## config.mk

```make
export PLATFORM = sky130hd
export DESIGN_NAME = sorted_row_reader
export DESIGN_NICKNAME = d
export VERILOG_FILES = /design/src/rtl/sort_pkg.sv /design/src/rtl/sort_rdr_fifo2.sv /design/src/rtl/sorted_row_reader.sv
export SDC_FILE = /design/constraint.sdc
export NUM_CORES = 1
export LEC_CHECK = 0
export CORE_ASPECT_RATIO = 2
export CORE_MARGIN = 2
export CORE_UTILIZATION = 40
export DETAILED_ROUTE_END_ITERATION = 7
export PLACE_DENSITY = 0.67
export SYNTH_ARGS = -nofsm -noshare
export SYNTH_HDL_FRONTEND = slang
export SYNTH_SLANG_ARGS = --single-unit
export TNS_END_PERCENT = 5
```

## constraint.sdc

```tcl
create_clock -name clk -period 3.44 [get_ports clk]
set_input_delay 0.344 -clock clk [delete_from_list [all_inputs] [get_ports clk]]
set_output_delay 0.344 -clock clk [all_outputs]
set_load 0.01 [all_outputs]
```

## src/rtl/sort_pkg.sv

```systemverilog
// Shared types and sizing for the row-array sort/read slice.
// Build option: define SORT_RDR_REVERSE_EN to drain rows from NUM_ROWS-1 down to 0.
package sort_pkg;

    localparam int NUM_ROWS  = 8;
    localparam int WIDTH     = 8;
    localparam int ROW_IDX_W = (NUM_ROWS > 1) ? $clog2(NUM_ROWS) : 1;

    typedef logic [NUM_ROWS-1:0]  t_addr;
    typedef logic [WIDTH-1:0]     t_data;
    typedef logic [ROW_IDX_W-1:0] t_row_idx;

    localparam t_row_idx LAST_ROW_IDX = t_row_idx'(NUM_ROWS - 1);

    typedef enum logic [1:0] {
        IDLE  = 2'd0,
        READ  = 2'd1,
        DRAIN = 2'd2
    } t_rdr_state;

    // One-hot row select for a binary row index.
    function automatic t_addr row_onehot(input t_row_idx idx);
        t_addr a;
        a      = '0;
        a[idx] = 1'b1;
        return a;
    endfunction

endpackage

```

## src/rtl/sort_rdr_fifo2.sv

```systemverilog
// Two-entry {data, last} FIFO used as the reader's output skid buffer.
// Only pointers and occupancy are reset; payload slots are qualified by occupancy.
module sort_rdr_fifo2
    import sort_pkg::*;
(
    input  logic       clk,
    input  logic       rst_n,
    input  logic       push,
    input  t_data      push_data,
    input  logic       push_last,
    input  logic       pop,
    output t_data      head_data,
    output logic       head_last,
    output logic       empty,
    output logic       full,
    output logic [1:0] count
);

    t_data      data_q [2];
    logic       last_q [2];
    logic       wr_ptr_q;
    logic       rd_ptr_q;
    logic [1:0] count_q;
    logic       do_push;
    logic       do_pop;

    assign empty     = (count_q == 2'd0);
    assign full      = (count_q == 2'd2);
    assign count     = count_q;
    assign do_pop    = pop & ~empty;
    assign do_push   = push & (~full | do_pop);
    assign head_data = data_q[rd_ptr_q];
    assign head_last = last_q[rd_ptr_q];

    // Pointer and occupancy bookkeeping.
    always_ff @(posedge clk or negedge rst_n) begin
        if (!rst_n) begin
            wr_ptr_q <= 1'b0;
            rd_ptr_q <= 1'b0;
            count_q  <= 2'd0;
        end else begin
            if (do_push) wr_ptr_q <= ~wr_ptr_q;
            if (do_pop)  rd_ptr_q <= ~rd_ptr_q;
            case ({do_push, do_pop})
                2'b10:   count_q <= count_q + 2'd1;
                2'b01:   count_q <= count_q - 2'd1;
                default: count_q <= count_q;
            endcase
        end
    end

    // Payload write into the tail slot; the head slot is never touched by a push.
    always_ff @(posedge clk) begin
        if (do_push) begin
            data_q[wr_ptr_q] <= push_data;
            last_q[wr_ptr_q] <= push_last;
        end
    end

endmodule

```

## src/rtl/sorted_row_reader.sv

```systemverilog
// Drains the sorted row array through the one-hot row-select port and streams
// each word out on a valid/ready interface with full backpressure.
// Build option: SORT_RDR_REVERSE_EN reads rows NUM_ROWS-1 down to 0.
module sorted_row_reader
    import sort_pkg::*;
(
    input  logic  clk,
    input  logic  rst_n,
    input  logic  start,
    output logic  busy,
    output logic  rd_en,
    output t_addr rd_addr,
    input  t_data rd_data,
    output logic  out_valid,
    input  logic  out_ready,
    output t_data out_data,
    output logic  out_last,
    output logic  done
);

    t_rdr_state state_q, state_d;
    t_row_idx   row_idx_q, row_idx_d;
    t_row_idx   addr_idx;
    logic       inflight_q;
    logic       inflight_last_q;
    logic       done_q, done_d;
    logic       read_last;

    logic       fifo_empty;
    logic       fifo_full;
    logic [1:0] fifo_count;
    t_data      head_data;
    logic       head_last;

    logic       pop;
    logic [2:0] credit_used;
    logic       credit_ok;

    // The final row of a drain is always the last counter value; only the
    // mapping from counter to physical row changes between builds.
    assign read_last = (row_idx_q == LAST_ROW_IDX);
`ifdef SORT_RDR_REVERSE_EN
    assign addr_idx = LAST_ROW_IDX - row_idx_q;
`else
    assign addr_idx = row_idx_q;
`endif

    // A read may issue only if its word is guaranteed a FIFO slot when it
    // returns: occupancy plus the word in flight, less a word leaving now.
    assign pop         = out_valid & out_ready;
    assign credit_used = {1'b0, fifo_count} + {2'b00, inflight_q};
    assign credit_ok   = (credit_used < (3'd2 + {2'b00, pop})) & ~(fifo_full & ~pop);

    assign busy    = (state_q != IDLE);
    assign rd_addr = rd_en ? row_onehot(addr_idx) : '0;
    assign done    = done_q;

    // Next-state, read strobe and row counter advance.
    always_comb begin
        state_d   = state_q;
        row_idx_d = row_idx_q;
        rd_en     = 1'b0;
        done_d    = 1'b0;
        case (state_q)
            IDLE: begin
                if (start) begin
                    state_d   = READ;
                    row_idx_d = '0;
                end
            end
            READ: begin
                if (credit_ok) begin
                    rd_en = 1'b1;
                    if (read_last) state_d   = DRAIN;
                    else           row_idx_d = row_idx_q + t_row_idx'(1);
                end
            end
            DRAIN: begin
                if (pop && out_last) begin
                    state_d = IDLE;
                    done_d  = 1'b1;
                end
            end
            default: state_d = IDLE;
        endcase
    end

    // Control state: FSM, row counter, in-flight read tracking and done pulse.
    always_ff @(posedge clk or negedge rst_n) begin
        if (!rst_n) begin
            state_q         <= IDLE;
            row_idx_q       <= '0;
            inflight_q      <= 1'b0;
            inflight_last_q <= 1'b0;
            done_q          <= 1'b0;
        end else begin
            state_q         <= state_d;
            row_idx_q       <= row_idx_d;
            inflight_q      <= rd_en;
            inflight_last_q <= rd_en & read_last;
            done_q          <= done_d;
        end
    end

    // Array words land in the FIFO in the cycle they are valid; a cleared
    // in-flight flag after reset drops any word still on its way back.
    sort_rdr_fifo2 u_fifo (
        .clk       (clk),
        .rst_n     (rst_n),
        .push      (inflight_q),
        .push_data (rd_data),
        .push_last (inflight_last_q),
        .pop       (pop),
        .head_data (head_data),
        .head_last (head_last),
        .empty     (fifo_empty),
        .full      (fifo_full),
        .count     (fifo_count)
    );

    assign out_valid = ~fifo_empty;
    assign out_data  = fifo_empty ? '0 : head_data;
    assign out_last  = ~fifo_empty & head_last;

endmodule

```

* Yosys cells after proc, flatten, opt, wreduce, memory -nomap -nowiden
Memory sizes are Yosys's and may differ from the RTL's.
Index checks and enable logic that the tools add are counted.
** Cells by class
- Magnitude comparators :: 3
- Bitwise gates (word level) :: 14
- Reductions and logical operators :: 9
- Equality and inequality tests :: 11
- Muxes and demuxes :: 20
- Add/subtract/negate cells :: 5
** Operators by type and width (number)
- 8-bit 2-to-1 mux :: 2
- 2-bit inequality test, second input constant :: 5
- 3-bit 2-to-1 mux :: 3
- 2-bit 2-to-1 mux :: 4
- 4-bit AND reduction :: 2
- 1-bit bitwise AND :: 7
- 1-bit 2-to-1 mux :: 7
- 2-bit == test, second input constant :: 3
- 1-bit NOT :: 6
- 2-bit one-hot mux with 3 select lines :: 1
- 3-bit one-hot mux with 2 select lines :: 1
- 2-bit nonzero test :: 3
- 2-bit by 1-bit == test with 1-bit output, second input constant :: 2
- 2-bit zero test :: 2
- 3-bit by 4-bit < comparator with 1-bit output, second input constant :: 1
- 2-bit one-hot mux with 2 select lines :: 1
- 2-bit by 1-bit adder with 3-bit output :: 1
- 2-bit by 1-bit adder with 3-bit output, first input constant :: 1
- 3-bit by 1-bit adder with 3-bit output, second input constant :: 1
- 1-bit demux with 3-bit select :: 1
- 3-bit == test, second input constant :: 1
- 3-bit by 1-bit greater-or-equal comparator with 1-bit output, second input constant :: 1
- 3-bit < comparator :: 1
- 2-bit by 1-bit adder with 2-bit output, second input constant :: 1
- other kinds (3) :: 4
** Storage, ports and cells
- Memories :: 2
- Memory bits (writable) :: 18
- Logic and storage cells :: 72
- Input port bits :: 12
- Bits in registers :: 12
- Output and inout port bits :: 21
** Memories
- u_fifo.data_q :: words 2, bits a word 8, rd ports 1, clocked after Yosys merged registers in 0, write ports 1, RTL line sort_rdr_fifo2.sv:19 : t_data data_q [2];
- u_fifo.last_q :: words 2, bits a word 1, rd ports 1, clocked after Yosys merged registers in 0, write ports 1, RTL line sort_rdr_fifo2.sv:20 : logic last_q [2];

* Longest topological paths before layout
- Depth after elaboration :: 10
- Gate-level depth with buffers :: 8
- Depth with buffers taken out :: 7

* Cells and area by module
A second synthesis with hierarchy kept.
** Unflattened totals
- Cells, all modules :: 104
- Area, all modules :: 1471.4 µm²
** By module, submodules not included
- sort_rdr_fifo2 :: cells each 47, area an instance 864.6 µm², times used 1, seq. area each 640.6 µm²
- sorted_row_reader :: cells each 57, area an instance 606.8 µm², times used 1, seq. area each 200.2 µm²

* Worst setup path before layout
OpenSTA, ideal clock, no wires.
- Kind :: flip-flop to output port
- Start point :: register inflight_q
- End point :: output port rd_addr[2]
- Cell stages (with the launch flop) :: 7
- Required time :: 3096 ps
- Data arrival time :: 1885 ps
- Slack :: 1211 ps
- Cell sequence :: dfrtp_1 > ha_1 > ha_1 > a21oi_1 > nor3b_1 > buf_2 > nor4bb_1
** Between the ends
- Cells in the longest elaborated chain, start to end :: 6
** Ends and longest elaborated chain
- from (decl) :: RTL line sorted_row_reader.sv:24 : logic inflight_q;
- from (signal assigned) :: RTL line sorted_row_reader.sv:99 : inflight_q <= rd_en;
- 2-bit by 1-bit adder with 3-bit output :: RTL line sorted_row_reader.sv:51 : assign credit_used = {1'b0, fifo_count} + {2'b00, inflight_q};
- 3-bit < comparator :: RTL line sorted_row_reader.sv:52 : assign credit_ok = (credit_used < (3'd2 + {2'b00, pop})) & ~(fifo_full & ~pop);
- 1-bit bitwise AND :: RTL line sorted_row_reader.sv:52
- 1-bit 2-to-1 mux :: RTL line sorted_row_reader.sv:72 : if (credit_ok) begin
- 1-bit 2-to-1 mux :: RTL line sorted_row_reader.sv:64 : case (state_q)
- named net rd_en :: RTL line sorted_row_reader.sv:11 : output logic rd_en,
- 8-bit 2-to-1 mux :: RTL line sorted_row_reader.sv:55 : assign rd_addr = rd_en ? row_onehot(addr_idx) : '0;
- to (decl) :: RTL line sorted_row_reader.sv:12 : output t_addr rd_addr,
The timed path passes the listed nets, and every way through them passes these cells.

* Final worst setup path
- Start point :: register u_fifo.count_q[0], in the netlist u_fifo.count[0]
- End point :: output port rd_addr[2]
** Between the ends
- Cells in the longest elaborated chain, start to end :: 10
** Ends and longest elaborated chain
- from (decl) :: RTL line sort_rdr_fifo2.sv:23 : logic [1:0] count_q;
- from (signal assigned) :: RTL line sort_rdr_fifo2.sv:45 : 2'b10: count_q <= count_q + 2'd1;
- from (signal assigned) :: RTL line sort_rdr_fifo2.sv:46 : 2'b01: count_q <= count_q - 2'd1;
- from (signal assigned) :: RTL line sort_rdr_fifo2.sv:47 : default: count_q <= count_q;
- parallel branches: the longest is 6 deep, another holds 2-bit by 1-bit adder with 3-bit output
- 1-bit bitwise AND * :: RTL line sorted_row_reader.sv:52
- 1-bit 2-to-1 mux * :: RTL line sorted_row_reader.sv:72
- 1-bit 2-to-1 mux * :: RTL line sorted_row_reader.sv:64
- 8-bit 2-to-1 mux * :: RTL line sorted_row_reader.sv:55
Every way passes the cells marked *.

==> impl_metrics.py <==
metrics = {
    "sta": {
        "hold_viol": 0,
        "fmax_mhz": 317,
        "finalClockSkew_ps": 2.05,
        "worstMarginPinSlew_ps": 765,
        "rsz0062_at_grt": "no",
        "fin_crit_ps": 3160,
        "fin_ws_ps": 283,
        "fin_tns_setup_ps": 0,
        "slew_headroom": 0.488,
        "finalCritPeriodShare": 0.918,
        "timing.hold.ws_ps": 445,
        "setup_viol": 0,
        "slew_viol_final": 0,
    },
    "worst_hold_path": {
        "hp-class": "in -> async",
    },
    "yosys": {
        "synth_xor_area_frac": 0.0321,
        "synth-simple-area-share": 0.170,
        "ys_seq_elements": 30,
        "async_flop_share": 0.400,
        "synth.cell_area_sq_mm": 0.00136,
        "synth_ff_type": "edfxtp_1",
        "yosysTopAreaCell": "edfxtp_1",
        "yosys.area.top_type_share": 0.397,
        "yosys-top-cells-count": "18 x edfxtp_1, 18 x nor2_1, 12 x dfrtp_1, 12 x mux2i_1, 6 x nand2_1",
        "synthAdderAreaFrac": 0.0459,
        "synth.avg_cell_area_sq_um": 12.7,
        "ys_types": 25,
        "synth.top_cells.by_area": "edfxtp_1 40%, dfrtp_1 22%, mux2i_1 8.8%",
        "syn_inst": 107,
        "synth-edff-count": 18,
        "ys_warn_count": 0,
        "synth_compound_area_frac": 0.0193,
        "muxShareOfSynthArea": 0.0882,
        "syn_nets": 124,
        "yosysSeqAreaShare": 0.617,
        "synth_top_family_by_area": "simple AND/OR/NAND/NOR gates",
    },
    "setup_path": {
        "slowest_delay_ps": 600,
        "end_kind": "output port",
        "cp_top_family": "buffers and inverters",
        "startpoint_type": "flip-flop",
        "cp_num_buf_inv": 2,
        "cpMostUsedCell": "ha_1",
        "worstPathRequired_ps": 3100,
        "slowest_stage": "clkdlybuf4s50_1",
        "path_class": "reg -> out",
        "crit_fanout": 9,
        "crit_path_cell_trace": "ha_1 -> ha_1 -> nand2b_1 -> a21oi_1 -> nor3b_2 -> buf_4 -> nor4bb_1 -> clkdlybuf4s50_1",
        "crit_arrival_ps": 2810,
        "r2r_setup_slack_ps": 1420,
    },
    "clock_network": {
        "cts_setup_buffers": 0,
        "clk_pin_slew_ps": 60,
        "clock-sinks": 30,
        "cts-root-buf": "clkbuf_8",
        "cts_tree": "built",
        "clk_path_buf_depth": 2,
        "clk_latency_ps": 280,
        "htree_levels": 2,
        "cts_made_buffers": 5,
    },
    "power": {
        "power_density_mw_per_mm2": 998,
        "p_int_mw": 1.14,
        "total_power_mw": 1.79,
        "vdd_drop_max_mv": 0.523,
        "p_comb_frac": 0.485,
        "pwr-share-seq": 0.369,
        "p_sw_mw": 0.657,
        "p_clk_frac": 0.146,
        "leakage_nw": 0.764,
        "switching_share": 0.366,
    },
    "floorplan": {
        "io_pins": 33,
        "initial_core_util": 0.408,
        "fp.coreArea_sq_mm": 0.00334,
        "die-area_sq_mm": 0.00392,
        "num_rows": 30,
        "die_h_um": 86.5,
        "die_w_um": 45.3,
    },
    "route": {
        "vias": 906,
        "drt-initial-drc-count": 11,
        "totalWireLength_um": 2760,
        "wl_per_cell_um": 15.7,
        "drc": 0,
        "vias_per_cell": 5.15,
        "detail-route-antenna-nets": 0,
        "dr.pass1.iters": 4,
    },
    "global_route": {
        "grt_max_degree": 13,
        "grt_pass1_wl_um": 4510,
        "grt_usage": 0.163,
        "first_global_vias": 925,
        "antenna_found_initial": 0,
        "gr-total-overflow": 0,
    },
    "finish": {
        "area_delta_synth_final_pct": 32.0,
        "drive_gt1_frac": 0.0556,
        "num-nets-final": 160,
        "n_antenna_cell": 0,
        "fillerInstances": 284,
    },
    "placement": {
        "gp_congestion": 0.708,
        "place.port_buffers": 32,
        "dp.final_hpwl_um": 2110,
        "pre_cts_ws_ps": 480,
    },
    "outcome": {
        "outcome": "finished, final reports clean",
    },
    "run": {
        "cap_violations": 0,
    },
}
==> worst register-to-register path, stage by stage, from the launching register on <==
cell      delay, ps
dfrtp_1         460
ha_1            220
ha_1            280
nor2_1           90
a211oi_1         80
or4b_1          600
mux2i_1         160
==> state kept, by name, indices dropped and copies added, names as in the netlist, 2 cells and up <==
name / cells
u_fifo.count: 2
u_fifo.last_q: 2
state_q: 2
u_fifo.data_q: 16
addr_idx: 3
==> kinds of logic after synthesis <==
family / count (synthesis)
AOI/OAI and AO/OA: 4
xor gates and xnor gates: 5
adders and majority gates: 5
buffers and inverters: 9
DFF: 30
muxes: 12
and+or+nand+nor: 42
==> per-stage QoR <==
stage	utilization	cells	instance area, sq um
after detailed placement	0.512	168	1710
final	0.538	176	1800
after global placement	0.512	168	1710
after global routing	0.538	176	1800
after floorplan	-	107	1360
after CTS	0.537	176	1790
==> what timing repair did <==
action,CTS,global route
resized for setup,0,1
hold buffers,0,0
hold endpoints to repair,0,0
endpoints found under the setup margin,0,2
==> cell usage in the layout, fill, tap and decap left out, types with 3 or more instances in the layout <==
cell              n
nand2_1           6
nand2b_1          3
clkdlybuf4s50_1  32
and4b_1           3
inv_1             5
xnor2_1           4
mux2i_1          12
ha_1              5
dfrtp_1          12
nor2_1           18
clkbuf_8          5
edfxtp_1         18
==> power groups by stage <==
stage | clock, mW | sequential, mW | combinational [mW]
2_1_floorplan | 0 | 0.594 | 0.565
3_3_place_gp | 0 | 0.655 | 0.845
3_5_place_dp | 0 | 0.670 | 0.878
4_1_cts | 0.272 | 0.664 | 0.882
5_1_grt | 0.290 | 0.684 | 0.971
6_report | 0.263 | 0.662 | 0.870
==> final cells by class <==
cell class	count	area, sq um	share of cell area
clock inverters	2	8.76	0.00487
flip-flops and latches	30	841	0.468
repair buffers	33	328	0.182
clock buffers	6	72.6	0.0404
multi-input cells	68	489	0.272
well taps	32	40.0	0.0223
inverters	5	18.8	0.0104
==> worst paths after layout <==
path	depth (start not counted)	to	startpoint
min in group clk	0	u_fifo.last_q[0]$_DFFE_PP_	inflight_last_q$_DFF_PN0_
min	1	done$_DFF_PN0_	rst_n
max in group asynchronous	1	u_fifo.count[1]$_DFFE_PN0P_	rst_n
max reg2reg	6	addr_idx[0]$_DFFE_PN0P_	u_fifo.count[0]$_DFFE_PN0P_
min reg2reg	0	u_fifo.last_q[0]$_DFFE_PP_	inflight_last_q$_DFF_PN0_
max	8	rd_addr[2]	u_fifo.count[0]$_DFFE_PN0P_
==> routing by layer <==
layer | wire (um) | part of all wire | vias to the layer above | global-route usage
li1 | - | - | 450 | -
met1 | 970 | 0.35 | 421 | 0.167
met2 | 1630 | 0.59 | 32 | 0.297
met3 | 113 | 0.041 | 3 | 0.0396
met4 | 40 | 0.014 | 0 | 0.0642
met5 | 0 | 0 | - | 0
Power figures use the tool's default switching activity.
